`src/rtl/umi_mem_arbiter_if.sv`:
```
// Bundle of requester-side and memory-side signals shared by the arbiter.
// The arbiter uses the slave view; requesters and memory drive the master view.
interface umi_mem_arbiter_if #(
    parameter int N  = 2,
    parameter int AW = 64,
    parameter int DW = 256
);
    localparam int IW = (N > 1) ? $clog2(N) : 1;

    logic [N-1:0]    req_valid;
    logic [N-1:0]    req_write;
    logic [N-1:0]    req_lock;
    logic [N*AW-1:0] req_addr;
    logic [N*3-1:0]  req_size;
    logic [N*DW-1:0] req_wrdata;
    logic [N-1:0]    req_ready;
    logic [N-1:0]    rsp_valid;
    logic [DW-1:0]   rsp_data;
    logic [AW-1:0]   mem_addr;
    logic            mem_read;
    logic            mem_write;
    logic [2:0]      mem_size;
    logic [DW-1:0]   mem_wrdata;
    logic [DW-1:0]   mem_rddata;
    logic            mem_ready;
    logic [IW-1:0]   grant_id;

    modport slave (
        input  req_valid, req_write, req_lock, req_addr, req_size, req_wrdata,
        input  mem_rddata, mem_ready,
        output req_ready, rsp_valid, rsp_data,
        output mem_addr, mem_read, mem_write, mem_size, mem_wrdata, grant_id
    );

    modport master (
        output req_valid, req_write, req_lock, req_addr, req_size, req_wrdata,
        output mem_rddata, mem_ready,
        input  req_ready, rsp_valid, rsp_data,
        input  mem_addr, mem_read, mem_write, mem_size, mem_wrdata, grant_id
    );
endinterface

```
`src/rtl/umi_mem_arbiter.sv`:
```
// Round-robin arbiter sharing one local memory port among N requesters,
// with per-requester lock for atomic sequences and read-data steering.
module umi_mem_arbiter #(
    parameter int N  = 2,
    parameter int AW = 64,
    parameter int DW = 256
) (
    input logic             clk,
    input logic             nreset,
    umi_mem_arbiter_if.slave bus
);
    localparam int IW = (N > 1) ? $clog2(N) : 1;

    logic [IW-1:0] rr_ptr;
    logic          lock_q;
    logic [IW-1:0] lock_id;
    logic          hold_q;
    logic [IW-1:0] hold_id;
    logic          rd_pend;
    logic [IW-1:0] rd_id;
    logic [IW-1:0] grant_q;

    logic          win_vld;
    logic [IW-1:0] win_id;
    logic          accept;
    logic [IW-1:0] rr_next;
    int            idx;

    // Winner selection: lock owner first, then a stalled holder, then rotating scan.
    always_comb begin
        win_vld = 1'b0;
        win_id  = '0;
        idx     = 0;
        if (lock_q) begin
            if (bus.req_valid[lock_id]) begin
                win_vld = 1'b1;
                win_id  = lock_id;
            end
        end else if (hold_q && bus.req_valid[hold_id]) begin
            win_vld = 1'b1;
            win_id  = hold_id;
        end else begin
            for (int k = 0; k < N; k++) begin
                idx = int'(rr_ptr) + k;
                if (idx >= N) idx = idx - N;
                for (int i = 0; i < N; i++) begin
                    if (!win_vld && (i == idx) && bus.req_valid[i]) begin
                        win_vld = 1'b1;
                        win_id  = IW'(i);
                    end
                end
            end
        end
    end

    assign accept  = win_vld & bus.mem_ready;
    assign rr_next = (win_id == IW'(N - 1)) ? '0 : win_id + 1'b1;

    // Memory-side mux and per-requester accept; all zero when nobody wins.
    always_comb begin
        bus.mem_addr   = '0;
        bus.mem_size   = '0;
        bus.mem_wrdata = '0;
        bus.req_ready  = '0;
        for (int i = 0; i < N; i++) begin
            if (win_vld && (win_id == IW'(i))) begin
                bus.mem_addr     = bus.req_addr[i*AW +: AW];
                bus.mem_size     = bus.req_size[i*3 +: 3];
                bus.mem_wrdata   = bus.req_wrdata[i*DW +: DW];
                bus.req_ready[i] = bus.mem_ready;
            end
        end
        bus.mem_write = win_vld &  bus.req_write[win_id];
        bus.mem_read  = win_vld & ~bus.req_write[win_id];
        bus.grant_id  = win_vld ? win_id : grant_q;
    end

    // Read response steering: data passes straight through, valid goes to the issuer.
    always_comb begin
        bus.rsp_data = bus.mem_rddata;
        for (int i = 0; i < N; i++) begin
            bus.rsp_valid[i] = rd_pend && (rd_id == IW'(i));
        end
    end

    // Arbitration state: round-robin pointer, hold on stall, lock, pending read.
    always_ff @(posedge clk or negedge nreset) begin
        if (!nreset) begin
            rr_ptr  <= '0;
            lock_q  <= 1'b0;
            lock_id <= '0;
            hold_q  <= 1'b0;
            hold_id <= '0;
            rd_pend <= 1'b0;
            rd_id   <= '0;
            grant_q <= '0;
        end else begin
            hold_q  <= win_vld & ~bus.mem_ready;
            rd_pend <= accept & ~bus.req_write[win_id];
            if (win_vld & ~bus.mem_ready) hold_id <= win_id;
            if (win_vld) grant_q <= win_id;
            if (accept) begin
                rr_ptr  <= rr_next;
                lock_q  <= bus.req_lock[win_id];
                lock_id <= win_id;
                rd_id   <= win_id;
            end
        end
    end
endmodule

```
`src/flat_wrapper.sv`:
```
// flat-port wrapper written by rule: the top's interface ports become plain ports
module umi_mem_arbiter_flat 
#(
    parameter int N  = 2,
    parameter int AW = 64,
    parameter int DW = 256
)
  (clk, nreset, bus_req_valid, bus_req_write, bus_req_lock, bus_req_addr, bus_req_size, bus_req_wrdata, bus_mem_rddata, bus_mem_ready, bus_req_ready, bus_rsp_valid, bus_rsp_data, bus_mem_addr, bus_mem_read, bus_mem_write, bus_mem_size, bus_mem_wrdata, bus_grant_id);
  umi_mem_arbiter_if #(.N(N), .AW(AW), .DW(DW)) bus_i ();
  input logic clk;
  input logic nreset;
  input wire logic [$bits(bus_i.req_valid)-1:0] bus_req_valid;
  input wire logic [$bits(bus_i.req_write)-1:0] bus_req_write;
  input wire logic [$bits(bus_i.req_lock)-1:0] bus_req_lock;
  input wire logic [$bits(bus_i.req_addr)-1:0] bus_req_addr;
  input wire logic [$bits(bus_i.req_size)-1:0] bus_req_size;
  input wire logic [$bits(bus_i.req_wrdata)-1:0] bus_req_wrdata;
  input wire logic [$bits(bus_i.mem_rddata)-1:0] bus_mem_rddata;
  input wire logic [$bits(bus_i.mem_ready)-1:0] bus_mem_ready;
  output wire logic [$bits(bus_i.req_ready)-1:0] bus_req_ready;
  output wire logic [$bits(bus_i.rsp_valid)-1:0] bus_rsp_valid;
  output wire logic [$bits(bus_i.rsp_data)-1:0] bus_rsp_data;
  output wire logic [$bits(bus_i.mem_addr)-1:0] bus_mem_addr;
  output wire logic [$bits(bus_i.mem_read)-1:0] bus_mem_read;
  output wire logic [$bits(bus_i.mem_write)-1:0] bus_mem_write;
  output wire logic [$bits(bus_i.mem_size)-1:0] bus_mem_size;
  output wire logic [$bits(bus_i.mem_wrdata)-1:0] bus_mem_wrdata;
  output wire logic [$bits(bus_i.grant_id)-1:0] bus_grant_id;
  assign bus_i.req_valid = bus_req_valid;
  assign bus_i.req_write = bus_req_write;
  assign bus_i.req_lock = bus_req_lock;
  assign bus_i.req_addr = bus_req_addr;
  assign bus_i.req_size = bus_req_size;
  assign bus_i.req_wrdata = bus_req_wrdata;
  assign bus_i.mem_rddata = bus_mem_rddata;
  assign bus_i.mem_ready = bus_mem_ready;
  assign bus_req_ready = bus_i.req_ready;
  assign bus_rsp_valid = bus_i.rsp_valid;
  assign bus_rsp_data = bus_i.rsp_data;
  assign bus_mem_addr = bus_i.mem_addr;
  assign bus_mem_read = bus_i.mem_read;
  assign bus_mem_write = bus_i.mem_write;
  assign bus_mem_size = bus_i.mem_size;
  assign bus_mem_wrdata = bus_i.mem_wrdata;
  assign bus_grant_id = bus_i.grant_id;
  umi_mem_arbiter #(.N(N), .AW(AW), .DW(DW)) u_core (.clk(clk), .nreset(nreset), .bus(bus_i));
endmodule
```
`config.mk`:
```
export PLATFORM = sky130hd
export DESIGN_NAME = umi_mem_arbiter_flat
export DESIGN_NICKNAME = d
export VERILOG_FILES = /design/src/rtl/umi_mem_arbiter_if.sv /design/src/rtl/umi_mem_arbiter.sv /design/src/flat_wrapper.sv
export SDC_FILE = /design/constraint.sdc
export NUM_CORES = 1
export LEC_CHECK = 0
export CORE_AREA = 2 2 580 582
export DETAILED_ROUTE_END_ITERATION = 10
export DIE_AREA = 0 0 582 584
export SETUP_SLACK_MARGIN = 0.2
export SYNTH_ARGS = -nofsm -noshare
export SYNTH_HDL_FRONTEND = slang
export SYNTH_SLANG_ARGS = --single-unit
```
`constraint.sdc`:
```
create_clock -name clk -period 3.8 [get_ports clk]
set_clock_uncertainty 0.2 [all_clocks]
set_input_delay 1.14 -clock clk [delete_from_list [all_inputs] [get_ports clk]]
set_output_delay 1.14 -clock clk [all_outputs]
set_load 0.05 [all_outputs]
```
; ---- Yosys cells after proc, flatten, opt, wreduce, memory -nomap -nowiden
; Index checks and enable logic that the tools add are counted.
[word_totals]
ff_bits = 7
input_bits = 911
output_inout_bits = 586
word_cells = 87
[op_classes]
n_addsub = 4
n_lt_le_gt_ge = 5
eq_ne = 2
mux = 43
bitwise_logic = 9
reduce_logical = 17
[op_table]
columns = operator, count
row1 = 256-bit two-way mux, 2
row2 = 32-bit two-way mux, 6
row3 = 64-bit two-way mux, 2
row4 = 2-bit by 32-bit equality test with 1-bit output (first input constant), 2
row5 = 32-bit zero test, 2
row6 = 32-bit by 3-bit greater-or-equal comparator with 1-bit output (second input constant), 1
row7 = 32-bit by 3-bit subtractor with 32-bit output (second input constant), 1
row8 = 1-bit two-way mux, 31
row9 = 1-bit logical AND, 12
row10 = 1-bit by 2-bit less-than comparator with 1-bit output (second input constant), 3
row11 = 3-bit two-way mux, 2
row12 = 1-bit bitwise AND, 5
row13 = 1-bit NOT, 4
row14 = 1-bit zero test, 3
row15 = 1-bit by 2-bit subtractor with 3-bit output (second input constant), 1
row16 = 1-bit by 1-bit adder with 2-bit output (second input constant), 1
row17 = 1-bit by 2-bit greater-or-equal comparator with 1-bit output (second input constant), 1
row18 = 1-bit adder (second input constant), 1

; ---- Depth between registers and ports, before layout
; Gate-level depths: netlist (run 1).
[logic_depth]
word_depth = 32
ltp_mapped = 6
mapped_depth_nobuf = 4

; ---- Worst setup path before layout (run 1)
; Ideal clock, no wire load.
[synth_path]
kind = input to output
start = input bus_req_valid[1]
end = output bus_mem_read
arrival_ns = 2.611
setup_slack_ns = -0.151
stages = 5
path_buffers = 1
cell_sequence = inv_2 a311oi_2 buf_2 mux2i_1 nor2b_1
[synth_via]
elab_chain_cells = 20
word_cells_on_any_way = 32
[synth_lines]
columns = item, line
row1 = start: declaration, flat_wrapper.sv:12  ; input wire logic [$bits(bus_i.req_valid)-1:0] bus_req_valid;
row2 = 1-bit logical AND, umi_mem_arbiter.sv:47  ; if (!win_vld && (i == idx) && bus.req_valid[i]) begin
row3 = 1-bit two-way mux, umi_mem_arbiter.sv:47
row4 = 1-bit two-way mux, umi_mem_arbiter.sv:39  ; end else if (hold_q && bus.req_valid[hold_id]) begin
row5 = 1-bit two-way mux, umi_mem_arbiter.sv:34  ; if (lock_q) begin
row6 = 1-bit zero test, umi_mem_arbiter.sv:47
row7 = 1-bit logical AND (2 in a row), umi_mem_arbiter.sv:47
row8 = 1-bit two-way mux, umi_mem_arbiter.sv:47
row9 = 1-bit two-way mux, umi_mem_arbiter.sv:39
row10 = 1-bit two-way mux, umi_mem_arbiter.sv:34
row11 = 1-bit zero test, umi_mem_arbiter.sv:47
row12 = 1-bit logical AND (2 in a row), umi_mem_arbiter.sv:47
row13 = 1-bit two-way mux, umi_mem_arbiter.sv:47
row14 = 1-bit two-way mux, umi_mem_arbiter.sv:39
row15 = 1-bit two-way mux, umi_mem_arbiter.sv:34
row16 = 1-bit two-way mux (not written as such) (2 in a row), umi_mem_arbiter.sv:74  ; bus.mem_read = win_vld & ~bus.req_write[win_id];
row17 = 1-bit NOT, umi_mem_arbiter.sv:74
row18 = 1-bit bitwise AND *, umi_mem_arbiter.sv:74
row19 = end: declaration, flat_wrapper.sv:24  ; output wire logic [$bits(bus_i.mem_read)-1:0] bus_mem_read;
; Mark *: on every way between the ends. The rest lies on a longest branch, timed or not. The select of a mux whose other input is x is not followed.

; ---- Final worst setup path (run 1)
[layout_path]
start = input bus_req_valid[1]
end = output bus_mem_wrdata[85]
[layout_via]
elab_chain_cells = 20
word_cells_on_any_way = 33
[layout_lines]
columns = item, line
row1 = 1-bit logical AND, umi_mem_arbiter.sv:47
row2 = 1-bit two-way mux, umi_mem_arbiter.sv:47
row3 = 1-bit two-way mux, umi_mem_arbiter.sv:39
row4 = 1-bit two-way mux, umi_mem_arbiter.sv:34
row5 = 1-bit zero test, umi_mem_arbiter.sv:47
row6 = 1-bit logical AND (2 in a row), umi_mem_arbiter.sv:47
row7 = 1-bit two-way mux, umi_mem_arbiter.sv:47
row8 = 1-bit two-way mux, umi_mem_arbiter.sv:39
row9 = [2 not listed], n/a
row10 = 1-bit logical AND (2 in a row), umi_mem_arbiter.sv:47
row11 = 1-bit two-way mux, umi_mem_arbiter.sv:47
row12 = 1-bit two-way mux, umi_mem_arbiter.sv:39
row13 = 1-bit two-way mux, umi_mem_arbiter.sv:34
row14 = 1-bit NOT, umi_mem_arbiter.sv:66  ; if (win_vld && (win_id == IW'(i))) begin
row15 = 1-bit logical AND, umi_mem_arbiter.sv:66
row16 = 256-bit two-way mux, umi_mem_arbiter.sv:66
row17 = 256-bit two-way mux *, umi_mem_arbiter.sv:66
row18 = end: declaration, flat_wrapper.sv:27  ; output wire logic [$bits(bus_i.mem_wrdata)-1:0] bus_mem_wrdata;
; Marked as above.

==> run summary, run 1 <==
part of the Yosys area used for sequential elements - 0.0312
pin count of the biggest net entering global routing - 40
number of buffers and inverters on the critical path - 10
GR Util All Layers - 0.170
Hold WS - 0.279 ns
CP max stage cell - a311oi_4
Power Density - 723 nW/um2
hold violation count in the final report - 0
MaxCap Viol Count - 0
CTS hold repair buffers - 0
slew margin rel. - 0.427
Least-Margin Pin Slew - 0.857 ns
min Tclk post-route - 4.21 ns
crit end category - primary output
Layout area overhead - 396%
CTS tree - built
clk sinks - 7
htree depth - 1
RSZ-0062 raised after global routing - true
Core Area - 333000 um2
Worst setup SP type - input pin
DRC errors left - 0
cell mode on critical path - buf_12
Worst path max stage delay - 0.28 ns
synth warn - 0
pins over their slew limit - 0
Buffers on Ports - 984
CP Cell Sequence - buf_8, inv_4, buf_6, a311oi_4, buf_12, buf_12, buf_12, clkbuf_16, buf_12, buf_12, a22o_4, buf_12
final worst-path cycle share - 1.11
CP top delay family - buffers and inverters
initial antenna violation count - 335
failing checks - setup timing
hold path startpoint - u_core.rr_ptr
final net count - 2442
commonest non-fill, non-tap cell in the layout - clkdlybuf4s50_1
kind of critical path - in -> out
post-route worst setup slack - -0.412 ns
leakage - 9.72 nW
number of synthesized register bits - 7
Design Area, Final - 27900 um2
status - complete, but fails checks
vias per cell - 1.95
layout cells sized above 1 - 0.532
VDD IR-drop max - 0.362 mV
clk_lat worst skew - 0.23 ns
Clock Path Buffers - 2
clock tree root buffer cell - clkbuf_16
syn avg cell area - 8.11 um2
post-DR wirelength/cell - 50.3 um
routability cong. - 0.867
die width - 582 um
worst hold path class - reg -> reg
CP max FO - 5
TritonCTS buffer count - 3
die height - 584 um
Worst EP required - 2.46 ns
final wirelength - 303000 um
worst reg2reg startpoint - u_core.lock_id
die area - 340000 um2
via count - 11756
Yosys cell types - 27
fmax - 0.237 GHz
starting DRC count in detailed routing - 469
Crit path arrival time - 2.87 ns
total iterations of the first detailed-routing run - 5
# rows - 212
Cell Area, Placed - 24000 um2
ANT nets after route - 0
number of fillers in the final layout - 38356
vias in the first global route - 11213
Final setup violation count - 328
Final HPWL DP - 283000 um
total gr overflow - 0
io pins - 1497
Mapped Cells - 693
first-pass GRT wire length - 323000 um
CP startpoint - bus_req_valid[1]
Syn Std Cell Area - 5620 um2
Clock transition at path regs - 0.04 ns
syn_nets - 1604
Initial Utilization - 0.0169
commonest cells after routing, fill and taps aside - clkdlybuf4s50_1 (652), buf_12 (379), a22o_4 (277)
-- power breakdown --
| group | internal [mW] | switching (mW) |
|---|---|---|
| combinational | 8.77 | 11.1 |
| sequential | 0.105 | 0.0316 |
| clock | 0.140 | 0.0418 |
-- layout make-up --
class,instances,area [um2],share of cell area
Tap cell,4387,5490,0.197
Multi-Input combinational cell,353,5540,0.199
Timing Repair Buffer,1161,16300,0.585
Clock buffer,4,78.8,0.00283
Inverter,5,23.8,0.000853
Antenna cell,108,270,0.00970
Sequential cell,7,175,0.00628
-- per-stage QoR --
stage          std cells  utilization  TNS (ns)  total power [mW]  setup slack (ns)
3_3_place_gp        5802       0.0722   -229.61              17.6            -0.821
2_1_floorplan        693            -         0              7.66            0.0723
6_report            6025       0.0837    -98.84              20.1            -0.412
4_1_cts             5887       0.0798   -114.80              19.9            -0.478
3_5_place_dp        5802       0.0722   -236.23              17.7            -0.845
5_1_grt             5963       0.0833   -111.83              21.0            -0.455
-- synthesized netlist by cell type --
| cell | number | area, um2 |
|---|---|---|
| a21o_1 | 1 | 7.51 |
| a22o_1 | 323 | 2830 |
| a22oi_1 | 1 | 7.51 |
| a311oi_2 | 1 | 15.0 |
| and2_1 | 2 | 12.5 |
| buf_1 | 12 | 45.0 |
| buf_2 | 36 | 180 |
| buf_4 | 256 | 1920 |
| buf_6 | 22 | 248 |
| clkbuf_1 | 2 | 7.51 |
| dfrtp_1 | 7 | 175 |
| inv_1 | 4 | 15.0 |
| inv_2 | 1 | 3.75 |
| mux2i_1 | 3 | 30.0 |
| nand2_1 | 2 | 7.51 |
| nand3_1 | 1 | 5.00 |
| nor2_1 | 7 | 26.3 |
| nor2b_1 | 3 | 18.8 |
| nor3_1 | 1 | 5.00 |
| nor3b_1 | 1 | 7.51 |
| o21ai_0 | 1 | 5.00 |
| o21ba_2 | 1 | 10.0 |
| o22a_1 | 1 | 8.76 |
| o22ai_1 | 1 | 6.26 |
| o311a_1 | 1 | 10.0 |
| o31ai_1 | 1 | 7.51 |
| or2_2 | 1 | 6.26 |
-- sequential cells by signal, summed over array words and instances (netlist names) --
| signal | flops |
|---|---|
| u_core.lock_q | 1 |
| u_core.grant_q | 1 |
| u_core.hold_id | 1 |
| u_core.rr_ptr | 1 |
| u_core.rd_pend | 1 |
| u_core.lock_id | 1 |
| u_core.hold_q | 1 |
-- timing repair --
action	in CTS	in global routing
resized for setup	200	79
pin swaps	48	66
setup endpoints to repair	328	328
cloned	25	17
setup buffers	56	13
-- per-layer routing --
metal | wire [um] | global-route usage
met1 | 92700 | 0.146
met5 | 2190 | 0.00869
met3 | 82000 | 0.224
met4 | 11400 | 0.0375
met2 | 114000 | 0.234
-- logic make-up (layout without fill, tap and decap cells) --
kind of cell,Yosys count,count (layout),synth area share
AOI/OAI and AO/OA,332,332,0.517
buffers and inverters,333,1170,0.431
DFF,7,7,0.0312
other,0,108,0
muxes,3,3,0.00534
and+or+nand+nor,18,18,0.0158
-- worst paths after layout --
check,end,slack [ns],cells after the start
max,bus_mem_wrdata[85],-0.41,12
min,u_core.rr_ptr,0.28,1
max reg2reg,u_core.rd_pend,1.07,11
max in group asynchronous,u_core.hold_q,2.06,1
min in group asynchronous,u_core.lock_id,1.03,1
min reg2reg,u_core.rr_ptr,0.28,1
Note: power is estimated with default switching activity, not from simulation.
==> run 2: changes to the inputs <==
==> constraint.sdc (replaced) <==
create_clock -name clk -period 3.8 [get_ports clk]
set_clock_uncertainty 0.2 [all_clocks]
set_input_delay 1.14 -clock clk [delete_from_list [all_inputs] [get_ports clk]]
set_output_delay 1.14 -clock clk [all_outputs]
set_load 0.02 [all_outputs]
==> run 2 against run 1 <==
  * The flow still finishes with violations (setup timing)
  * Register-to-register slack worse by 0.12 ns
  * Worst setup slack worse by 0.081 ns
  * Sequential share of layout area hardly changed
  * Non-clock buffer count is 86 higher
  * Largest power group unchanged
  * Clock-buffer cell count did not move
  * Critical path depth fell by 1
  * Power down 14%
  * Design area down 0.80%
==> run summary, run 2 (synthesis gave the netlist of run 1 again) <==
CTS hold repair buffers - 0 (unchanged)
# rows - 212 (unchanged)
pins over their slew limit - 0 (unchanged)
crit path to - bus_mem_addr[40]
reg2reg setup slack - 0.95 ns (-0.12 ns)
CP Cell Sequence - buf_8, inv_4, buf_6, o311a_4, buf_12, buf_12, buf_12, buf_12, buf_16, a22o_4, buf_12
Power Density - 630 nW/um2 (-13%)
clk sinks - 7 (unchanged)
final worst-path cycle share - 1.13 (+0.0214)
P_sw - 8.48 mW (-24%)
final wirelength - 261000 um (-14%)
vias in the first global route - 11908 (+6.2%)
die area - 340000 um2 (unchanged)
Clock transition at path regs - 0.04 ns (about the same)
number of fillers in the final layout - 38407 (+0.13%)
pin count of the biggest net entering global routing - 15 (-63%)
Clock Path Buffers - 2 (unchanged)
io pins - 1497 (unchanged)
Reg area - 175 um2 (unchanged)
power share of the combinational group - 0.982 (-0.002)
Layout area overhead - 392%
post-DR wirelength/cell - 42.8 um (-15%)
Least-Margin Pin Slew - 0.746 ns (-0.111 ns)
Crit path arrival time - 2.95 ns (+0.08 ns)
fmax - 0.233 GHz (-1.9%)
Worst EP required - 2.46 ns (about the same)
sequential share of power - 0.008 (about the same)
ANT nets after route - 0 (unchanged)
worst reg2reg startpoint - u_core.rr_ptr
cell mode on critical path - buf_12
Final HPWL DP - 235000 um (-17%)
CP startpoint - bus_req_valid[1]
commonest cells after routing, fill and taps aside - clkdlybuf4s50_1 (653), buf_12 (285), a22o_4 (218)
CP max stage cell - o311a_4
Final setup violation count - 328 (unchanged)
CTS tree - built
GR Util All Layers - 0.147 (-0.0222)
VDD IR-drop max - 0.412 mV (+14%)
kind of critical path - in -> out
crit end category - primary output
die height - 584 um (unchanged)
via count - 11837 (+0.69%)
htree depth - 1 (unchanged)
Worst path max stage delay - 0.37 ns (+0.09 ns)
r2r worst-path depth - 14 (+3)
area of the multi-input gates - 4990 um2 (-9.9%)
MaxCap Viol Count - 0 (unchanged)
layout cells sized above 1 - 0.512 (-0.0203)
first-pass GRT wire length - 286000 um (-12%)
worst hold path class - reg -> reg
final net count - 2528 (+3.5%)
RSZ-0062 raised after global routing - true
Worst setup SP type - input pin
hold violation count in the final report - 0 (unchanged)
TritonCTS buffer count - 3 (unchanged)
total iterations of the first detailed-routing run - 5 (unchanged)
commonest non-fill, non-tap cell in the layout - clkdlybuf4s50_1
switching share of power - 0.487 (-0.0652)
CP max FO - 7 (+2)
Buffers on Ports - 984 (unchanged)
Clock power frac - 0.010 (about the same)
clk_lat worst skew - 0.24 ns (about the same)
initial antenna violation count - 252 (-25%)
DRC errors left - 0 (unchanged)
Initial Utilization - 0.0169 (unchanged)
routability cong. - 1.08 (+25%)
status - complete, but fails checks
leakage - 9.80 nW (+0.77%)
min Tclk post-route - 4.29 ns (+0.0814 ns)
total power - 17.4 mW (-14%)
slew margin rel. - 0.501 (+0.0744)
Core Area - 333000 um2 (unchanged)
die width - 582 um (unchanged)
total gr overflow - 0 (unchanged)
critical register-to-register path endpoint - u_core.lock_q
post-route worst setup slack - -0.494 ns (-0.0814 ns)
Layout Utilization - 0.0831 (-0.000669)
vias per cell - 1.94 (-0.61%)
failing checks - setup timing
internal power - 8.93 mW (-1.0%)
starting DRC count in detailed routing - 526 (+12%)
Setup TNS - -113.76 ns (-14.92 ns)
clock tree root buffer cell - clkbuf_16
-- run 2: changes by cell type in the layout (fill, tap and decap cells not counted), sizes merged --
cell           previous run  this run
bufbuf                    0         1
diode                   108       101
clkbuf                   18         7
clkdlybuf4s50           652       653
buf                     495       590
-- run 2: metrics by stage --
stage	instances	setup slack [ns]	area (um2)	hold WS, ns
2_1_floorplan	693	0.200	5620	0.249
3_3_place_gp	5809	-1.14	21700	0.290
3_5_place_dp	5809	-1.11	21700	0.299
4_1_cts	5979	-0.517	26700	0.311
5_1_grt	6067	-0.552	27600	0.338
6_report	6104	-0.494	27600	0.310
-- run 2: per-layer routing --
layer  GRT usage  vias up  wire length (um)
met3       0.150      506             56900
met5     0.00714        -              1390
li1            -     4428                 -
met2       0.189     1587             94500
met1       0.156     5138             96200
met4      0.0593      178             12400
-- run 2: critical path: cells and delay by family --
kind	cells	cell delay, ns
buffers and inverters	9	1.10
AOI/OAI and AO/OA	2	0.64
-- run 2: what timing repair did --
item	4_1_cts	5_1_grt
pin swaps	166	81
gates resized for setup	827	125
setup buffers	121	21
setup endpoints to repair	328	328
cloned	45	3
endpoints found under the hold margin	0	0
-- run 2: power by group through the flow --
stage               Combinational, mW  Clock (mW)  Sequential (mW)
global placement                 13.1           0            0.133
finish                           17.1       0.180            0.136
floorplan                        3.84           0            0.123
detailed placement               13.1           0            0.135
CTS                              17.2       0.181            0.135
global route                     18.0       0.185            0.141
-- run 2: cell type report --
type	count	share of cell area
multi-input cells	353	0.180
flip-flops and latches	7	0.00634
diodes	101	0.00914
well taps	4387	0.199
repair buffers	1247	0.602
clock buffers	4	0.00285
inverters	5	0.000769
-- run 2: worst min path at each step --
stage,endpoint,depth (start not counted),from
floorplan,u_core.rr_ptr,1,u_core.rr_ptr
global placement,u_core.hold_id,2,u_core.hold_id
detailed placement,u_core.hold_id,2,u_core.hold_id
CTS,u_core.rr_ptr,1,u_core.rr_ptr
global route,u_core.hold_id,2,u_core.hold_id
finish,u_core.hold_id,2,u_core.hold_id
